[src/rtl/router_pkg.sv]
// Shared types and constants for the token router transmit path.
package router_pkg;

  localparam int PKT_W = 55;

  typedef enum logic [1:0] {
    IDLE,
    LOAD,
    HOLD,
    RELEASE
  } tx_arb_state_t;

endpackage

[src/rtl/tx_arbiter_if.sv]
// Valid/ready handshake between the arbiter and the serial transmitter.
interface tx_arbiter_if
  import router_pkg::*;
#(
  parameter int PKT_W = router_pkg::PKT_W
) ();

  logic [PKT_W-1:0] TX_Data;
  logic             TX_Data_Valid;
  logic             TX_Ready;

  modport master (
    output TX_Data,
    output TX_Data_Valid,
    input  TX_Ready
  );

  modport slave (
    input  TX_Data,
    input  TX_Data_Valid,
    output TX_Ready
  );

endinterface

[src/rtl/rr_pick.sv]
// Combinational round-robin selector: first asserted request at or after ptr,
// wrapping past NUM_REQ-1 back to 0.
module rr_pick
  import router_pkg::*;
#(
  parameter int NUM_REQ = 4,
  parameter int ID_W    = $clog2(NUM_REQ)
) (
  input  logic [NUM_REQ-1:0] req,
  input  logic [ID_W-1:0]    ptr,
  output logic [NUM_REQ-1:0] gnt_onehot,
  output logic [ID_W-1:0]    gnt_id,
  output logic               any
);

  int              idx;
  logic [ID_W-1:0] idx_v;

  always_comb begin
    gnt_onehot = '0;
    gnt_id     = '0;
    any        = 1'b0;
    idx        = 0;
    idx_v      = '0;
    for (int k = 0; k < NUM_REQ; k++) begin
      idx = int'(ptr) + k;
      if (idx >= NUM_REQ) idx = idx - NUM_REQ;
      idx_v = ID_W'(idx);
      if (!any && req[idx_v]) begin
        any               = 1'b1;
        gnt_id            = idx_v;
        gnt_onehot[idx_v] = 1'b1;
      end
    end
  end

endmodule

[src/rtl/tx_arbiter.sv]
// Round-robin owner of the serial transmitter: grants one requester, holds the
// captured packet valid for a full frame, then releases and re-arbitrates.
module tx_arbiter
  import router_pkg::*;
#(
  parameter int NUM_REQ        = 4,
  parameter int PKT_W          = router_pkg::PKT_W,
  parameter int TX_HOLD_CYCLES = 600
) (
  input  logic                       Clk_S,
  input  logic                       Rst,
  input  logic [NUM_REQ*PKT_W-1:0]   Req_Data,
  input  logic [NUM_REQ-1:0]         Req_Valid,
  output logic [NUM_REQ-1:0]         Req_Ack,
  tx_arbiter_if.master               tx,
  output logic [$clog2(NUM_REQ)-1:0] Grant_Id,
  output logic                       Busy,
  output logic                       Tx_Done
);

  localparam int ID_W  = $clog2(NUM_REQ);
  localparam int CNT_W = $clog2(TX_HOLD_CYCLES + 1);
  localparam logic [CNT_W-1:0] CNT_LAST = CNT_W'(TX_HOLD_CYCLES - 1);
  localparam logic [ID_W-1:0]  ID_LAST  = ID_W'(NUM_REQ - 1);

  tx_arb_state_t      state, state_nxt;
  logic [CNT_W-1:0]   cnt;
  logic [ID_W-1:0]    rr_ptr;
  logic [PKT_W-1:0]   tx_data_q;
  logic [NUM_REQ-1:0] gnt_onehot;
  logic [ID_W-1:0]    gnt_id;
  logic               gnt_any;
  logic               do_grant, do_done, cnt_clr;

  rr_pick #(
    .NUM_REQ (NUM_REQ),
    .ID_W    (ID_W)
  ) u_pick (
    .req        (Req_Valid),
    .ptr        (rr_ptr),
    .gnt_onehot (gnt_onehot),
    .gnt_id     (gnt_id),
    .any        (gnt_any)
  );

  always_ff @(posedge Clk_S) begin
    if (Rst) state <= IDLE;
    else     state <= state_nxt;
  end

  // Requests are only looked at in IDLE, and only while the transmitter is ready.
  always_comb begin
    state_nxt = state;
    do_grant  = 1'b0;
    do_done   = 1'b0;
    cnt_clr   = 1'b0;
    case (state)
      IDLE: begin
        if (tx.TX_Ready && gnt_any) begin
          do_grant  = 1'b1;
          state_nxt = LOAD;
        end
      end
      LOAD: begin
        if (!tx.TX_Ready) begin
          cnt_clr   = 1'b1;
          state_nxt = HOLD;
        end
      end
      HOLD: begin
        if (cnt == CNT_LAST) state_nxt = RELEASE;
      end
      RELEASE: begin
        if (tx.TX_Ready) begin
          do_done   = 1'b1;
          state_nxt = IDLE;
        end
      end
      default: state_nxt = IDLE;
    endcase
  end

  always_ff @(posedge Clk_S) begin
    if (Rst) begin
      Req_Ack   <= '0;
      Tx_Done   <= 1'b0;
      tx_data_q <= '0;
      Grant_Id  <= '0;
      rr_ptr    <= '0;
      cnt       <= '0;
    end else begin
      Req_Ack <= do_grant ? gnt_onehot : '0;
      Tx_Done <= do_done;
      if (do_grant) begin
        tx_data_q <= Req_Data[gnt_id*PKT_W +: PKT_W];
        Grant_Id  <= gnt_id;
        rr_ptr    <= (gnt_id == ID_LAST) ? '0 : gnt_id + 1'b1;
      end
      // Counter parks at its terminal value; the next LOAD->HOLD clears it.
      if (cnt_clr)                           cnt <= '0;
      else if (state == HOLD && cnt != CNT_LAST) cnt <= cnt + 1'b1;
    end
  end

  assign tx.TX_Data       = tx_data_q;
  assign tx.TX_Data_Valid = (state == LOAD) || (state == HOLD);
  assign Busy             = (state != IDLE);

endmodule
[src/flat_wrapper.sv]
// flat-port wrapper written by rule: the top's interface ports become plain ports
module tx_arbiter_flat import router_pkg::*;
#(
  parameter int NUM_REQ        = 4,
  parameter int PKT_W          = router_pkg::PKT_W,
  parameter int TX_HOLD_CYCLES = 600
)
  (Clk_S, Rst, Req_Data, Req_Valid, Req_Ack, Grant_Id, Busy, Tx_Done, tx_TX_Data, tx_TX_Data_Valid, tx_TX_Ready);
  tx_arbiter_if #(.PKT_W(PKT_W)) tx_i ();
  input  logic Clk_S;
  input  logic Rst;
  input  logic [NUM_REQ*PKT_W-1:0] Req_Data;
  input  logic [NUM_REQ-1:0] Req_Valid;
  output logic [NUM_REQ-1:0] Req_Ack;
  output logic [$clog2(NUM_REQ)-1:0] Grant_Id;
  output logic Busy;
  output logic Tx_Done;
  output wire logic [$bits(tx_i.TX_Data)-1:0] tx_TX_Data;
  output wire logic [$bits(tx_i.TX_Data_Valid)-1:0] tx_TX_Data_Valid;
  input wire logic [$bits(tx_i.TX_Ready)-1:0] tx_TX_Ready;
  assign tx_TX_Data = tx_i.TX_Data;
  assign tx_TX_Data_Valid = tx_i.TX_Data_Valid;
  assign tx_i.TX_Ready = tx_TX_Ready;
  tx_arbiter #(.NUM_REQ(NUM_REQ), .PKT_W(PKT_W), .TX_HOLD_CYCLES(TX_HOLD_CYCLES)) u_core (.Clk_S(Clk_S), .Rst(Rst), .Req_Data(Req_Data), .Req_Valid(Req_Valid), .Req_Ack(Req_Ack), .tx(tx_i), .Grant_Id(Grant_Id), .Busy(Busy), .Tx_Done(Tx_Done));
endmodule
[config.mk]
export PLATFORM = sky130hd
export DESIGN_NAME = tx_arbiter_flat
export DESIGN_NICKNAME = d
export VERILOG_FILES = /design/src/rtl/router_pkg.sv /design/src/rtl/tx_arbiter_if.sv /design/src/rtl/rr_pick.sv /design/src/rtl/tx_arbiter.sv /design/src/flat_wrapper.sv
export SDC_FILE = /design/constraint.sdc
export NUM_CORES = 1
export LEC_CHECK = 0
export ABC_AREA = 1
export CAP_MARGIN = 15
export CORE_MARGIN = 8
export CORE_UTILIZATION = 40
export DETAILED_ROUTE_END_ITERATION = 10
export PLACE_DENSITY_LB_ADDON = 0.12
export SYNTH_ARGS = -nofsm -noshare
export SYNTH_HDL_FRONTEND = slang
export SYNTH_SLANG_ARGS = --single-unit
[constraint.sdc]
create_clock -name Clk_S -period 5.4 [get_ports Clk_S]
set_input_delay 0.54 -clock Clk_S [delete_from_list [all_inputs] [get_ports Clk_S]]
set_output_delay 0.54 -clock Clk_S [all_outputs]
set_load 0.01 [all_outputs]
==> results.md, run 1 <==
- M1 GR Usage: 0.252
- FILL cells: 1553
- Drt wl/cell: 14.5 um
- Worst Hold End: u_core.cnt[8]$_SDFFE_PP0P_
- CTS resizes: 0
- Gr usage total: 0.221
- Clock slew at reported path FFs: 0.07 ns
- Relative slew slack: 0.239
- Clock root cell: clkbuf_16
- ANT nets after route: 0
- Setup CP Type: flip-flop to flip-flop
- YS warnings: 0
- Tmin final: 3.51 ns
- CTS tree: done
- Postcts setup bufs: 0
- Fmax: 0.285 GHz
- Share of cells above drive strength 1: 0.0350
- Clock skew: 0.00745 ns
- R2r endpoint: u_core.tx.TX_Data[4]$_SDFFE_PP0P_
- Worst Reg-to-Reg Cells: 14
- Post-Place Worst Slack: 1.67 ns
- Leakage: 5.00 nW
- Status: completed
- GP Congestion: 0.890
- Sum of negative setup slack: 0 ns
- P per Cell Area: 560 nW/um^2
- Peak VDD IR: 0.848 mV
- Antenna violations before repair: 1
- RSZ-0062 raised after global routing: false
- H-Tree Depth: 3
- Distinct cell type count after synthesis: 32
- Synth-to-Final Area Change: 50.3%
- Required time of the critical path: 5.64 ns
- DRC Markers: 0
- Slew Viols, Final: 0
- Final Cycle Share: 0.651
- IO Count: 291
- Worst skew pair latency: 0.35 ns
- Average size of a mapped cell: 5.78 um^2
- Gr ovfl total: 0
- Detailed Place HPWL: 16.5 mm
- Maxcap violations: 0
- Area share of the largest cell type after synthesis: 0.240
- Maximum root-to-sink buffer count: 2
- Die width: 142 um
- Die H: 142 um
- Largest area contributor in the netlist: dfxtp_1
- Rows: 46
- Total CTS buffers: 9
- Largest net degree at the start of global routing: 113
- Cells after Synth: 1096
- Reg area: 1520 um^2
- Vias in the first global route: 7050
- Largest cells by area after synthesis: dfxtp_1 24%, nand3_1 22%, inv_1 18%, nand2_1 13%, o21a_1 6.5%
- WP data arrival: 3.76 ns
- TritonRoute pass-1 iters: 4
- Cell Area, Synth: 6330 um^2
- Worst setup margin: 1.89 ns
- WL final: 22.5 mm
- Worst Tran Pin Value: 1.14 ns
- Worst Hold Class: flip-flop to flip-flop
- Met2 Usage GRT: 0.375
- Synth Net Count: 1333
- Hold Buf Count CTS: 0
- Die ar.: 20100 um^2
- Vias per cell: 4.70
- Area of the multi-input gates: 3290 um^2
- Hold Fails Final Rpt: 0
- Initial Util: 0.405
- Initial DRC Count: 431
- Sequential fraction of the synthesis area: 0.240
- Core area: 15700 um^2
- Number of port buffers: 290
- FF-to-FF Start: u_core.rr_ptr[0]$_SDFFE_PP0P_
- #FFs+latches synth: 76
- CTS sink count: 76
- Setup Viol. Count Final: 0
- Routed vias: 7334
- First-pass GRT wire length: 35.8 mm
- Nets@finish: 1575
- CP endpoint kind: flip-flop
- HP Start: u_core.cnt[8]$_SDFFE_PP0P_
- Flop-to-flop setup slack: 1.89 ns
- Antenna Cells: 0
- WHS Path Cells: 2
- GRT met3 Usage: 0.0743
- CP Launch Type: flip-flop
- Layer with the highest usage: met2
- CP Max Fanout: 110
-- worst max path at each step --
stage	start	end	slack, ns	cells after the start
after CTS	u_core.rr_ptr[0]$_SDFFE_PP0P_	u_core.tx.TX_Data[27]$_SDFFE_PP0P_	1.67	13
after floorplan	u_core.rr_ptr[0]$_SDFFE_PP0P_	u_core.tx.TX_Data[0]$_SDFFE_PP0P_	3.21	17
final	u_core.rr_ptr[0]$_SDFFE_PP0P_	u_core.tx.TX_Data[4]$_SDFFE_PP0P_	1.89	14
after global routing	u_core.rr_ptr[0]$_SDFFE_PP0P_	u_core.tx.TX_Data[4]$_SDFFE_PP0P_	1.62	14
after detailed placement	u_core.rr_ptr[0]$_SDFFE_PP0P_	u_core.tx.TX_Data[27]$_SDFFE_PP0P_	1.67	13
after global placement	u_core.rr_ptr[0]$_SDFFE_PP0P_	u_core.tx.TX_Data[27]$_SDFFE_PP0P_	1.78	13
-- stage by stage --
step                      power, W  cells   util  area [um^2]  hold slack, ns
after global routing       0.00587   1559  0.608         9520           0.532
after CTS                  0.00536   1558  0.606         9490           0.486
final                      0.00533   1559  0.608         9520           0.486
after detailed placement   0.00472   1542  0.587         9190           0.476
after global placement     0.00468   1542  0.587         9190           0.459
after floorplan            0.00358   1096      -         6330           0.445
-- kinds of logic (layout without fill, tap and decap cells) --
kind of cell             count (synthesis)  in the layout  synth area share
adder cells (fa/ha/maj)                 10             10            0.0198
AND/OR/NAND/NOR                        548            548             0.400
AO/OA/AOI/OAI                           85             85            0.0928
buffers and inverters                  374            621             0.244
XOR/XNOR                                 3              3           0.00415
flip-flops                              76             76             0.240
-- cell type report --
type	instances	area share
Multi-Input combinational cell	646	0.346
Timing Repair Buffer	297	0.312
Sequential cell	76	0.160
Inverter	308	0.122
Tap cell	216	0.0284
Clock buffer	9	0.0237
Clock inverter	7	0.00788
-- state kept, by name, summed over array words and instances (netlist names) --
register	flops
u_core.Tx_Done	1
u_core.state	2
u_core.Grant_Id	2
u_core.rr_ptr	2
u_core.tx.TX_Data	55
u_core.cnt	10
u_core.Req_Ack	4
-- power breakdown --
part,internal (W),total [W],leakage [nW],switching (W)
Clock,0.000359,0.000620,0.138,0.000261
Combinational,0.00147,0.00375,4.24,0.00228
Sequential,0.000814,0.000963,0.626,0.000150
-- synth_stat cells (all sizes together) --
library cell / instances
a211oi: 3
a21boi: 1
a21oi: 14
a22oi: 3
a31oi: 3
a41oi: 1
buf: 52
clkbuf: 14
clkinv: 1
dfxtp: 76
ha: 10
inv: 307
nand2: 233
nand3: 287
nand4: 6
nor2: 14
nor3: 5
nor4: 3
o21a: 55
o21ai: 5
xor2: 3
-- placed cells by master, fill, tap and decap left out, types with 2 or more instances in the layout --
cell type / count
nand2_2: 3
buf_4: 6
dfxtp_1: 76
inv_2: 3
clkdlybuf4s50_1: 290
nand2_1: 225
nor2_1: 11
clkinvlp_4: 3
nand2_4: 5
o21ai_0: 5
clkinv_2: 3
a21oi_1: 14
nor3_1: 5
nand3_2: 5
nand3_1: 282
a22oi_1: 3
clkbuf_16: 9
xor2_1: 3
ha_1: 10
inv_1: 302
nor4_1: 3
nor2_4: 2
a31oi_1: 3
nand4_1: 4
a211oi_1: 3
o21a_1: 55
-- critical path, cell delays in order (launching register included) --
cell and delay (ns):
dfxtp_1 0.66, inv_4 0.12, ha_1 0.38, inv_1 0.11
nand3_2 0.10, nand2_4 0.09, nor2_4 0.17, nor2_2 0.07
nand2_4 0.11, buf_4 0.84, nand3_1 0.32, nand3_1 0.19
nand3_1 0.08, nand2_1 0.07, inv_1 0.03
-- routing by layer --
layer	share of wire	wire length, um
met4	0.025	567
met5	0.00044	10
met1	0.41	9230
met3	0.087	1970
met2	0.48	10800
Power figures use the tool's default switching activity.
==> inputs of run 2 (changes only) <==
- clock period: 5.4 -> 3.4 ns (I/O delays scaled with it)
==> results.md, run 2 (same netlist as run 1, synthesis figures left out) <==
- Status: completed (unchanged)
- Peak VDD IR: 0.708 mV (was 0.848 mV)
- Clock skew: 0.00828 ns (was 0.00745 ns)
- R2r endpoint: u_core.tx.TX_Data[4]$_SDFFE_PP0P_ (unchanged)
- Most common cell after layout, fill and taps aside: inv_1 (unchanged)
- Share of cells above drive strength 1: 0.0393 (was 0.0350)
- Routed vias: 7356 (was 7334)
- Largest register FFs: 55 (unchanged)
- Rows: 46 (unchanged)
- First-pass GRT wire length: 35.9 mm (was 35.8 mm)
- Initial Util: 0.405 (unchanged)
- Setup Viol. Count Final: 0 (unchanged)
- WP data arrival: 3.14 ns (was 3.76 ns)
- Die width: 142 um (unchanged)
- Largest net degree at the start of global routing: 111 (was 113)
- Sum of negative setup slack: 0 ns (unchanged)
- FILL cells: 1568 (was 1553)
- CTS sink count: 76 (unchanged)
- Detailed Place HPWL: 17.3 mm (was 16.5 mm)
- CP max stage cell: dfxtp_1 (was buf_4)
- Leakage: 5.06 nW (was 5.00 nW)
- WL final: 23.2 mm (was 22.5 mm)
- Area of the multi-input gates: 3290 um^2 (unchanged)
- ANT nets after route: 0 (unchanged)
- Gr ovfl total: 0 (unchanged)
- Required time of the critical path: 3.65 ns (was 5.64 ns)
- Total CTS buffers: 9 (unchanged)
- CTS resizes: 0 (unchanged)
- Slew Viols, Final: 0 (unchanged)
- CTS tree: done (unchanged)
- Clock root cell: clkbuf_16 (unchanged)
- CP endpoint kind: flip-flop (unchanged)
- DRC Markers: 0 (unchanged)
- Final Cycle Share: 0.852 (was 0.651)
- Setup CP Type: flip-flop to flip-flop (unchanged)
- GP Congestion: 0.868 (was 0.890)
- Initial DRC Count: 501 (was 431)
- Flop-to-flop setup slack: 0.50 ns (was 1.89 ns)
- Placed instance area: 9320 um^2 (was 9190 um^2)
- CP Max Fanout: 47 (was 110)
- Antenna violations before repair: 1 (unchanged)
- Crit path top cell by count: nand3_1 (unchanged)
- Critical Path End: u_core.tx.TX_Data[4]$_SDFFE_PP0P_ (unchanged)
- Vias per cell: 4.70 (about the same)
- Relative slew slack: 0.627 (was 0.239)
- CP Launch Type: flip-flop (unchanged)
- Core area: 15700 um^2 (unchanged)
- TritonRoute pass-1 iters: 6 (was 4)
- Fmax: 0.345 GHz (was 0.285 GHz)
- Synth-to-Final Area Change: 52.0% (was 50.3%)
- Maximum root-to-sink buffer count: 2 (unchanged)
- Tmin final: 2.90 ns (was 3.51 ns)
- Die H: 142 um (unchanged)
- Vias in the first global route: 6948 (was 7050)
- Crit-path cells: inv_2, ha_1, inv_1, nand3_2, nand2_4, nand4_4, nand2_4, buf_4, nand3_1, nand3_1, nand3_1, nand2_1, inv_1 (was inv_4, ha_1, inv_1, nand3_2, nand2_4, nor2_4, nor2_2, nand2_4, buf_4, nand3_1, nand3_1, nand3_1, nand2_1, inv_1)
- FF-to-FF Start: u_core.rr_ptr[1]$_SDFFE_PP0P_ (was u_core.rr_ptr[0]$_SDFFE_PP0P_)
- Worst Setup SP: u_core.rr_ptr[1]$_SDFFE_PP0P_ (was u_core.rr_ptr[0]$_SDFFE_PP0P_)
- P per Cell Area: 894 nW/um^2 (was 560 nW/um^2)
- H-Tree Depth: 3 (unchanged)
- Clock slew at reported path FFs: 0.07 ns (about the same)
- Most frequent cells in the layout: 302 x inv_1, 290 x clkdlybuf4s50_1, 282 x nand3_1, 225 x nand2_1, 76 x dfxtp_1 (unchanged)
- RSZ-0062 raised after global routing: false (unchanged)
- Worst skew pair latency: 0.35 ns (about the same)
- Nets@finish: 1581 (was 1575)
- Hold Buf Count CTS: 0 (unchanged)
- IO Count: 291 (unchanged)
- Worst Hold Class: flip-flop to flip-flop (unchanged)
- CP peak stage delay: 0.50 ns (was 0.84 ns)
- Drt wl/cell: 14.8 um (was 14.5 um)
- Total power: 0.00861 W (was 0.00533 W)
- Maxcap violations: 0 (unchanged)
- Postcts setup bufs: 0 (unchanged)
- Reg area: 1520 um^2 (unchanged)
- Post-route cell area: 9630 um^2 (was 9520 um^2)
- Die ar.: 20100 um^2 (unchanged)
- Gr usage total: 0.225 (was 0.221)
- Worst Reg-to-Reg Cells: 13 (was 14)
- Number of port buffers: 290 (unchanged)
- Worst Tran Pin Value: 0.558 ns (was 1.14 ns)
- Hold Fails Final Rpt: 0 (unchanged)
run 2: cell types whose count changed in the layout (fill, tap and decap cells not counted), sizes merged:
| cell | previous run | this run |
|---|---|---|
| buf | 7 | 13 |
| inv | 307 | 310 |
| clkinv | 4 | 2 |
| clkinvlp | 3 | 2 |
| diode | 0 | 1 |
run 2: per-layer routing:
metal,part of all wire,up-vias,track usage
met4,0.034,0,0.0961
met5,0,-,0
met1,0.39,3210,0.254
li1,-,3849,-
met3,0.094,41,0.0796
met2,0.48,256,0.376
run 2: critical path: cells and delay by family (launching register included):
family,cells,cell delay (ns)
adders and majority gates,1,0.35
DFF,1,0.50
buffers and inverters,4,0.78
and+or+nand+nor,8,1.13
run 2: report_power, final:
group / total [W] / internal (W) / switching [W]
clock network: 0.00102 / 0.000582 / 0.000442
registers: 0.00151 / 0.00129 / 0.000216
logic: 0.00608 / 0.00244 / 0.00364
total: 0.00861 / 0.00431 / 0.00430
run 2: metrics by stage:
step	std cells	worst slack [ns]	hold WS, ns	util
final	1566	0.505	0.482	0.615
after detailed placement	1549	0.581	0.467	0.595
after CTS	1565	0.556	0.480	0.615
after global placement	1549	0.611	0.458	0.595
after global routing	1566	0.266	0.500	0.615
after floorplan	1096	1.21	0.409	-
run 2: worst min path at each step:
stage,startpoint,endpoint,depth (start not counted)
2_1_floorplan,Rst,u_core.Grant_Id[1]$_SDFFE_PP0P_,1
3_3_place_gp,u_core.cnt[9]$_SDFFE_PP0P_,u_core.cnt[9]$_SDFFE_PP0P_,2
3_5_place_dp,u_core.cnt[9]$_SDFFE_PP0P_,u_core.cnt[9]$_SDFFE_PP0P_,2
4_1_cts,u_core.cnt[9]$_SDFFE_PP0P_,u_core.cnt[9]$_SDFFE_PP0P_,2
5_1_grt,u_core.cnt[8]$_SDFFE_PP0P_,u_core.cnt[8]$_SDFFE_PP0P_,2
6_report,u_core.cnt[9]$_SDFFE_PP0P_,u_core.cnt[9]$_SDFFE_PP0P_,2
run 2: final cells by class:
class | instances | area share
antenna | 1 | 0.000260
timing repair buffer | 303 | 0.319
clock buffer | 9 | 0.0234
sequential | 76 | 0.158
inverter | 308 | 0.121
clock inverter | 7 | 0.00857
multi-input combinational | 646 | 0.342
tap | 216 | 0.0281
==> inputs of run 3 (changes only) <==
--- a/config.mk
+++ b/config.mk
@@ -10,3 +10,3 @@
 export CORE_MARGIN = 8
-export CORE_UTILIZATION = 40
+export CORE_UTILIZATION = 43
 export DETAILED_ROUTE_END_ITERATION = 10
==> constraint.sdc (replaced) <==
create_clock -name Clk_S -period 3.4 [get_ports Clk_S]
set_input_delay 0.68 -clock Clk_S [delete_from_list [all_inputs] [get_ports Clk_S]]
set_output_delay 0.68 -clock Clk_S [all_outputs]
set_load 0.01 [all_outputs]
==> results.md, run 3 (same netlist as run 1, synthesis figures left out) <==
- Status: completed (unchanged)
- Crit-path cells: inv_2, ha_1, inv_1, nand3_2, nand2_4, nor2_4, nor2_2, nand2_4, nand2_4, buf_12, nand2_1, nand3_1, nand3_1, nand2_1, inv_1 (was inv_2, ha_1, inv_1, nand3_2, nand2_4, nand4_4, nand2_4, buf_4, nand3_1, nand3_1, nand3_1, nand2_1, inv_1)
- CTS sink count: 76 (unchanged)
- Share of cells above drive strength 1: 0.0386 (was 0.0393)
- IO Count: 291 (unchanged)
- Post-route cell area: 9590 um^2 (was 9630 um^2)
- Gr ovfl total: 0 (unchanged)
- Worst Tran Pin Value: 0.574 ns (was 0.558 ns)
- Clock skew: 0.00553 ns (was 0.00828 ns)
- WL final: 22.7 mm (was 23.2 mm)
- Clock root cell: clkbuf_16 (unchanged)
- Setup CP Type: flip-flop to flip-flop (unchanged)
- GP Congestion: 0.843 (was 0.868)
- Final Cycle Share: 0.832 (was 0.852)
- HP Start: u_core.cnt[9]$_SDFFE_PP0P_ (unchanged)
- Die width: 137 um (was 142 um)
- Flop-to-flop setup slack: 0.57 ns (was 0.50 ns)
- Routed vias: 7404 (was 7356)
- Nets@finish: 1580 (was 1581)
- Placed instance area: 9300 um^2 (was 9320 um^2)
- CP peak stage delay: 0.53 ns (was 0.50 ns)
- Rows: 44 (was 46)
- Initial Util: 0.438 (was 0.405)
- RSZ-0062 raised after global routing: false (unchanged)
- Hold slack: 0.469 ns (was 0.482 ns)
- DRC Markers: 0 (unchanged)
- Maximum root-to-sink buffer count: 2 (unchanged)
- Relative slew slack: 0.617 (was 0.627)
- Leakage: 5.06 nW (about the same)
- H-Tree Depth: 3 (unchanged)
- Core area: 14500 um^2 (was 15700 um^2)
- CP max stage cell: dfxtp_1 (unchanged)
- CTS resizes: 0 (unchanged)
- Maxcap violations: 0 (unchanged)
- ANT nets after route: 0 (unchanged)
- P per Cell Area: 897 nW/um^2 (was 894 nW/um^2)
- Worst Reg-to-Reg Cells: 15 (was 13)
- Placed Cells incl. Taps: 1516 (was 1549)
- Setup Viol. Count Final: 0 (unchanged)
- WHS Path Cells: 2 (unchanged)
- Largest net degree at the start of global routing: 111 (unchanged)
- Worst Hold End: u_core.cnt[9]$_SDFFE_PP0P_ (unchanged)
- Peak VDD IR: 0.613 mV (was 0.708 mV)
- Number of port buffers: 290 (unchanged)
- Crit path top cell by count: nand2_4 (was nand3_1)
- CP Max Fanout: 57 (was 47)
- Largest register FFs: 55 (unchanged)
- FF-to-FF Start: u_core.rr_ptr[1]$_SDFFE_PP0P_ (unchanged)
- Most frequent cells in the layout: 302 x inv_1, 290 x clkdlybuf4s50_1, 282 x nand3_1, 225 x nand2_1, 76 x dfxtp_1 (unchanged)
- Tmin final: 2.83 ns (was 2.90 ns)
- TritonRoute pass-1 iters: 5 (was 6)
- Hold Fails Final Rpt: 0 (unchanged)
- Core Util, Final: 0.662 (was 0.615)
- Worst Hold Class: flip-flop to flip-flop (unchanged)
- FILL cells: 1380 (was 1568)
- Worst skew pair latency: 0.34 ns (was 0.35 ns)
- Die ar.: 18900 um^2 (was 20100 um^2)
- Detailed Place HPWL: 17.0 mm (was 17.3 mm)
- Hold Buf Count CTS: 0 (unchanged)
- Postcts setup bufs: 0 (unchanged)
- Die H: 137 um (was 142 um)
- Synth-to-Final Area Change: 51.4% (was 52.0%)
- Sum of negative setup slack: 0 ns (unchanged)
- WP data arrival: 3.07 ns (was 3.14 ns)
- CTS tree: done (unchanged)
- Initial DRC Count: 398 (was 501)
- Total CTS buffers: 9 (unchanged)
- Fmax: 0.353 GHz (was 0.345 GHz)
- Gr usage total: 0.233 (was 0.225)
- Slew Viols, Final: 0 (unchanged)
- R2r endpoint: u_core.tx.TX_Data[54]$_SDFFE_PP0P_ (was u_core.tx.TX_Data[4]$_SDFFE_PP0P_)
- Fin cells: 1532 (was 1566)
- Required time of the critical path: 3.64 ns (was 3.65 ns)
- CP endpoint kind: flip-flop (unchanged)
- Drt wl/cell: 14.8 um (about the same)
- CP Launch Type: flip-flop (unchanged)
- Most common cell after layout, fill and taps aside: inv_1 (unchanged)
- Antenna Cells: 0 (was 1)
- Antenna violations before repair: 0 (was 1)
- First-pass GRT wire length: 35.0 mm (was 35.9 mm)
- Vias in the first global route: 7093 (was 6948)
- Clock slew at reported path FFs: 0.07 ns (about the same)
- Vias per cell: 4.83 (was 4.70)
## run 3: power breakdown
part / switching, W / total (W) / internal, W / leakage [nW]
registers: 0.000217 / 0.00151 / 0.00129 / 0.626
clock network: 0.000438 / 0.000954 / 0.000516 / 0.145
logic: 0.00366 / 0.00614 / 0.00247 / 4.29
## run 3: metrics by stage
stage | setup WS [ns] | total power [W]
after floorplan | 1.21 | 0.00569
after detailed placement | 0.441 | 0.00769
after CTS | 0.581 | 0.00867
after global routing | 0.296 | 0.00938
after global placement | 0.474 | 0.00763
final | 0.570 | 0.00860
## run 3: worst max-delay path: cells and delay by family (launching register included)
| kind | cells | cell delay (ns) |
|---|---|---|
| fa+ha+maj | 1 | 0.38 |
| buf+inv | 4 | 0.57 |
| flops | 1 | 0.53 |
| simple gates | 10 | 1.20 |
## run 3: worst max path at each step
stage                                    endpoint  slack, ns  cells after the start                          start
2_1_floorplan   u_core.tx.TX_Data[0]$_SDFFE_PP0P_       1.21                     17  u_core.rr_ptr[0]$_SDFFE_PP0P_
3_5_place_dp   u_core.tx.TX_Data[33]$_SDFFE_PP0P_       0.44                     15                   Req_Valid[1]
5_1_grt        u_core.tx.TX_Data[32]$_SDFFE_PP0P_       0.30                     15  u_core.rr_ptr[1]$_SDFFE_PP0P_
4_1_cts        u_core.tx.TX_Data[33]$_SDFFE_PP0P_       0.58                     15  u_core.rr_ptr[1]$_SDFFE_PP0P_
3_3_place_gp   u_core.tx.TX_Data[33]$_SDFFE_PP0P_       0.47                     15                   Req_Valid[3]
6_report       u_core.tx.TX_Data[54]$_SDFFE_PP0P_       0.57                     15  u_core.rr_ptr[1]$_SDFFE_PP0P_
## run 3: area by class of cell
type,count,area [um^2],area share
Tap cell,184,230,0.0240
Multi-Input combinational cell,646,3290,0.343
Timing Repair Buffer,302,3090,0.323
Sequential cell,76,1520,0.159
Clock inverter,7,66.3,0.00691
Inverter,308,1160,0.121
Clock buffer,9,225,0.0235
## run 3: layer usage
| metal | part of all wire | wire length [um] | global-route usage | vias up |
|---|---|---|---|---|
| met4 | 0.023 | 525 | 0.0797 | 0 |
| li1 | - | - | - | 3850 |
| met1 | 0.39 | 8760 | 0.257 | 3268 |
| met5 | 0 | 0 | 0 | - |
| met2 | 0.50 | 11300 | 0.413 | 256 |
| met3 | 0.094 | 2120 | 0.0762 | 30 |
